**src/rtl/cache_mem_arb_pkg.sv**
```systemverilog
// cache_mem_arb_pkg: shared sizes (`NumCaches, `maxTrans), cache index constants and arbiter state encoding
`ifndef NumCaches
`define NumCaches 3
`endif
`ifndef maxTrans
`define maxTrans 16
`endif
package cache_mem_arb_pkg;
  localparam int NUMCACHES = `NumCaches;
  localparam int MAXTRANS = `maxTrans;
  localparam int IC_IDX = 0;
  localparam int T0C_IDX = 1;
  localparam int LC_IDX = 2;
  typedef enum logic [1:0] {IDLE, ISSUE, STREAM, DONE} memarb_state_t;
endpackage

```
**src/rtl/cache_mem_arb_rr_pick.sv**
```systemverilog
// rr_pick: combinational round-robin select; in req vector + pointer, out one-hot grant, grant index, any
module rr_pick #(
  parameter int N = 3,
  parameter int IW = (N > 1) ? $clog2(N) : 1
) (
  input  logic [N-1:0]  req,
  input  logic [IW-1:0] ptr,
  output logic [N-1:0]  grant,
  output logic [IW-1:0] idx,
  output logic          any
);
  always_comb begin
    int j;
    j = 0;
    grant = '0;
    idx = '0;
    for (int i = N - 1; i >= 0; i--) begin
      j = int'(ptr) + i;
      j = (j >= N) ? j - N : j;
      if (req[j]) begin
        grant = '0;
        grant[j] = 1'b1;
        idx = IW'(j);
      end
    end
  end
  assign any = |req;
endmodule

```
**src/rtl/cache_mem_arb.sv**
```systemverilog
// cache_mem_arb: round-robin cache-miss arbiter onto one SDRAM burst read port; in clk/rst, per-cache readReq/addr_cache_to_sdram/transSize, mem_rd_ack/valid/data; out per-cache readValid_out/readData/doneRead, mem_rd_req/addr/len; CACHE_MEM_ARB_PERF_EN adds perf_grants/perf_wait
module cache_mem_arb
  import cache_mem_arb_pkg::*;
#(
  parameter int NUM_CACHES = NUMCACHES,
  parameter int MAX_TRANS = MAXTRANS,
  parameter int ADDR_W = 25,
  localparam int TS_W = $clog2(MAX_TRANS),
  localparam int IW = (NUM_CACHES > 1) ? $clog2(NUM_CACHES) : 1
) (
  input  logic                         clk,
  input  logic                         rst,
  input  logic [NUM_CACHES*ADDR_W-1:0] addr_cache_to_sdram,
  input  logic [NUM_CACHES*TS_W-1:0]   transSize,
  input  logic [NUM_CACHES-1:0]        readReq,
  output logic [NUM_CACHES-1:0]        readValid_out,
  output logic [NUM_CACHES*32-1:0]     readData,
  output logic [NUM_CACHES-1:0]        doneRead,
  output logic                         mem_rd_req,
  output logic [ADDR_W-1:0]            mem_addr,
  output logic [TS_W-1:0]              mem_len,
  input  logic                         mem_rd_ack,
  input  logic                         mem_rd_valid,
  input  logic [31:0]                  mem_rd_data
`ifdef CACHE_MEM_ARB_PERF_EN
  ,
  output logic [NUM_CACHES*16-1:0]     perf_grants,
  output logic [NUM_CACHES*16-1:0]     perf_wait
`endif
);
  memarb_state_t state_q, state_d;
  logic [IW-1:0] grant_q, grant_d, ptr_q, ptr_d, pick_idx;
  logic [NUM_CACHES-1:0] goh_q, goh_d, pick_oh;
  logic [ADDR_W-1:0] addr_q, addr_d;
  logic [TS_W-1:0] len_q, len_d;
  logic [TS_W:0] cnt_q, cnt_d;
  logic any_req;
  rr_pick #(.N(NUM_CACHES), .IW(IW)) u_pick (
    .req(readReq),
    .ptr(ptr_q),
    .grant(pick_oh),
    .idx(pick_idx),
    .any(any_req)
  );
  always_comb begin
    state_d = state_q;
    grant_d = grant_q;
    goh_d = goh_q;
    ptr_d = ptr_q;
    addr_d = addr_q;
    len_d = len_q;
    cnt_d = cnt_q;
    case (state_q)
      IDLE: if (any_req) begin
        grant_d = pick_idx;
        goh_d = pick_oh;
        addr_d = addr_cache_to_sdram[pick_idx*ADDR_W +: ADDR_W];
        len_d = transSize[pick_idx*TS_W +: TS_W];
        state_d = (len_d == '0) ? DONE : ISSUE;
      end
      ISSUE: if (mem_rd_ack) begin
        state_d = STREAM;
        cnt_d = '0;
      end
      STREAM: if (mem_rd_valid) begin
        cnt_d = cnt_q + 1'b1;
        state_d = (cnt_d == {1'b0, len_q}) ? DONE : STREAM;
      end
      DONE: begin
        ptr_d = (int'(grant_q) == NUM_CACHES - 1) ? '0 : grant_q + 1'b1;
        state_d = IDLE;
      end
      default: state_d = IDLE;
    endcase
  end
  always_ff @(posedge clk) begin
    if (rst) begin
      state_q <= IDLE;
      grant_q <= '0;
      goh_q <= '0;
      ptr_q <= '0;
      addr_q <= '0;
      len_q <= '0;
      cnt_q <= '0;
    end else begin
      state_q <= state_d;
      grant_q <= grant_d;
      goh_q <= goh_d;
      ptr_q <= ptr_d;
      addr_q <= addr_d;
      len_q <= len_d;
      cnt_q <= cnt_d;
    end
  end
  assign mem_rd_req = state_q == ISSUE;
  assign mem_addr = addr_q;
  assign mem_len = len_q;
  assign readValid_out = (state_q == STREAM && mem_rd_valid) ? goh_q : '0;
  assign doneRead = (state_q == DONE) ? goh_q : '0;
  assign readData = {NUM_CACHES{mem_rd_data}};
`ifdef CACHE_MEM_ARB_PERF_EN
  logic [NUM_CACHES-1:0][15:0] pg_q, pg_d, pw_q, pw_d;
  always_comb begin
    pg_d = pg_q;
    pw_d = pw_q;
    for (int i = 0; i < NUM_CACHES; i++) begin
      pg_d[i] = pg_q[i] + {15'd0, state_q == DONE && goh_q[i] && pg_q[i] != 16'hFFFF};
      pw_d[i] = pw_q[i] + {15'd0, readReq[i] && !(state_q != IDLE && goh_q[i]) && pw_q[i] != 16'hFFFF};
    end
  end
  always_ff @(posedge clk) begin
    if (rst) begin
      pg_q <= '0;
      pw_q <= '0;
    end else begin
      pg_q <= pg_d;
      pw_q <= pw_d;
    end
  end
  assign perf_grants = pg_q;
  assign perf_wait = pw_q;
`endif
endmodule

```
**config.mk**
```make
export PLATFORM = sky130hd
export DESIGN_NAME = cache_mem_arb
export DESIGN_NICKNAME = d
export VERILOG_FILES = /design/src/rtl/cache_mem_arb_pkg.sv /design/src/rtl/cache_mem_arb_rr_pick.sv /design/src/rtl/cache_mem_arb.sv
export SDC_FILE = /design/constraint.sdc
export NUM_CORES = 1
export LEC_CHECK = 0
export ABC_AREA = 1
export CAP_MARGIN = 10
export CORE_MARGIN = 8
export CORE_UTILIZATION = 35
export DETAILED_ROUTE_END_ITERATION = 7
export PLACE_DENSITY = 0.85
export SKIP_CTS_REPAIR_TIMING = 1
export SLEW_MARGIN = 15
export SYNTH_ARGS = -nofsm -noshare
export SYNTH_HDL_FRONTEND = slang
export SYNTH_SLANG_ARGS = --single-unit
```
**constraint.sdc**
```tcl
create_clock -name clk -period 3 [get_ports clk]
set_clock_uncertainty 0.1 [all_clocks]
set_input_delay 0.3 -clock clk [delete_from_list [all_inputs] [get_ports clk]]
set_output_delay 0.3 -clock clk [all_outputs]
set_load 0.005 [all_outputs]
```
==> summary.txt <==
Run status
  – Status: completed

Clock tree
  – # H-tree levels: 2
  – CTS buffer count: 5
  – Clock-pin slew on the worst setup and hold paths: around 0.080 ns
  – Num Clock Sinks: 43
  – Clock Tree Buf Depth: 2
  – Skew-Pair Late Insertion Delay: 0.28 ns
  – CTS tree: yes
  – Root Buffer Master: clkbuf_8

Finish
  – Layout cells sized above 1: under 10%
  – Commonest non-fill, non-tap cell in the layout: clkdlybuf4s50_1
  – Most frequent cells in the layout: clkdlybuf4s50_1 (129), nand2_1 (94), inv_1 (59)
  – ANT cells: 0
  – Layout area overhead: 20.5%
  – Fin nets: 655
  – Post-layout util: approximately 43%

Detailed routing
  – Via count: 3153
  – First-pass detailed-route iteration total: 4
  – Detailed Route WL: 10200 um
  – Average wire per standard cell: 15.7 um
  – Initial DRC Count: 172
  – Vias per cell: 4.84
  – Final antenna-violating net count: 0
  – DRC: 0

Synthesis
  – Top-area cell type share of the netlist area: 24.6%
  – Syn Inst Count: 494
  – Top post-synthesis cells by area: dfxtp_1 (25%), buf_4 (21%), nand2_1 (10%), inv_1 (6.3%), o21ai_0 (6.0%)
  – Yosys cell types: 33
  – Syn_area_per_cell: around 7 um2
  – Sequential area share after synthesis: between 20% and 30%
  – Post-Syn Area: 3510 um2
  – Yosys Warn Count: 0
  – Flop and latch count out of synthesis: 43
  – Cell taking the most area after synthesis: dfxtp_1
  – Mapped Nets: 630

STA
  – Slew margin rel.: 67.8%
  – RSZ-0062 raised after global routing: no
  – Final setup fails: 0
  – Final hold vios: 0
  – F_max: 0.383 GHz
  – Minimum clock period: 2.61 ns
  – Max Slew Vio Count: 0
  – Final setup margin: between 0.3 and 0.4 ns
  – TNS Setup: 0 ns
  – Worst slew pin tran: 0.483 ns
  – Fin crit share: 87.1%

Setup path
  – Critical Path AT: approximately 2.7 ns
  – Crit. End Element: register
  – Critical path peak fanout: 16
  – Data required time of the critical path: just over 3 ns
  – CP Launch Type: register
  – Crit path kind: reg2reg

Place
  – IO Port Bufs: between 100 and 150
  – GP Congestion: between 0.9 and 1
  – Dpl ws: 0.405 ns
  – DP Wirelength: 8340 um

Global routing
  – First-pass GRT wire length: approximately 16000 um
  – Initial antenna violation count: 1
  – Remaining global-route overflow: 0
  – Largest net degree at the start of global routing: 50
  – Number of global-route vias before repair: 3368
  – All-Layer GR Usage: 14.9%

Floorplanning
  – I/O pin cnt: 258
  – Core Area: between 9000 and 10000 um2
  – Die Y: 116 um
  – Rows: 36
  – Initial Utilization: 36.0%
  – Die footprint: 13500 um2
  – Die Span X: 116 um

Power
  – Leakage Power: 0.00178 uW
  – PwrDens: about 760 nW/um2
  – Power Total: 3220 uW
  – Worst vdd ir: 304 uV

Worst hold path
  – Hold Path Class: reg2reg

Job
  – Max-Cap Viols: 0
synthesized netlist by cell type (all sizes together):
master and count:
nor2 10, clkinv 2, clkbuf 10, nand4 1, xnor2 1, o211a 1, a21oi 15, nand2 102
inv 63, or2 1, o21ai 43, o221ai 1, buf 107, a31oi 27, nor3 1, nand3 21
nand3b 3, ha 10, xor2 4, a211oi 1, dfxtp 43, o211ai 27
area by class of cell:
cell class                      instances  area, um2
Tap cell                              133        166
Inverter                               65        245
Clock buffer                            6       72.6
Multi-Input combinational cell        269       1530
Fill cell                             981       5500
Sequential cell                        43        861
Timing Repair Buffer                  135       1350
sequential cells by signal, summed over array words and instances (netlist names):
signal    count
state_q       2
cnt_q         5
mem_addr     25
goh_q         3
grant_q       2
ptr_q         2
mem_len       4
kinds of logic (layout without fill, tap and decap cells):
family,Yosys count,count (layout),synth area share [%]
AOI/OAI and AO/OA,115,115,21.3
DFF,43,43,24.6
buffers and inverters,182,206,31.8
xor gates and xnor gates,5,5,1.25
adders and majority gates,10,10,3.57
and+or+nand+nor,139,139,17.6
critical path: stages, from the launching register on:
cell and delay [ns]:
dfxtp_1 0.38, inv_1 0.08, ha_1 0.34, inv_2 0.07, nand2_1 0.10, nand2_1 0.12, nand2_2 0.14, nand2_1 0.10
o211ai_2 0.08, nand2_2 0.21, inv_2 0.29, buf_4 0.27, nand2_1 0.07, a31oi_1 0.18
per-stage QoR:
| step | instances | hold slack (ns) | instance area (um2) |
|---|---|---|---|
| after floorplan | 494 | 0.351 | 3510 |
| after global placement | 645 | 0.360 | 4150 |
| final | 651 | 0.390 | 4230 |
| after global routing | 651 | 0.425 | 4230 |
| after detailed placement | 645 | 0.379 | 4150 |
| after CTS | 651 | 0.390 | 4230 |
layer usage:
layer | part of all wire [%] | GRT usage (%)
met5 | 0.13 | 0
met2 | 50 | 25.5
met4 | 4.2 | 8.73
met3 | 8.0 | 5.16
met1 | 38 | 15.5
worst paths after layout:
kind	start	endpoint	slack [ns]	cells after the start
worst max-delay path	ptr_q[0]	mem_addr[22]	0.39	13
worst min-delay path	grant_q[0]	ptr_q[1]	0.39	2
worst max register to register	ptr_q[0]	mem_addr[22]	0.39	13
worst min register to register	grant_q[0]	ptr_q[1]	0.39	2
report_power, final:
part | switching, uW | internal [uW]
logic | 1010 | 883
registers | 163 | 820
clock network | 184 | 156
total | 1360 | 1860
(Power assumes the default switching activity.)
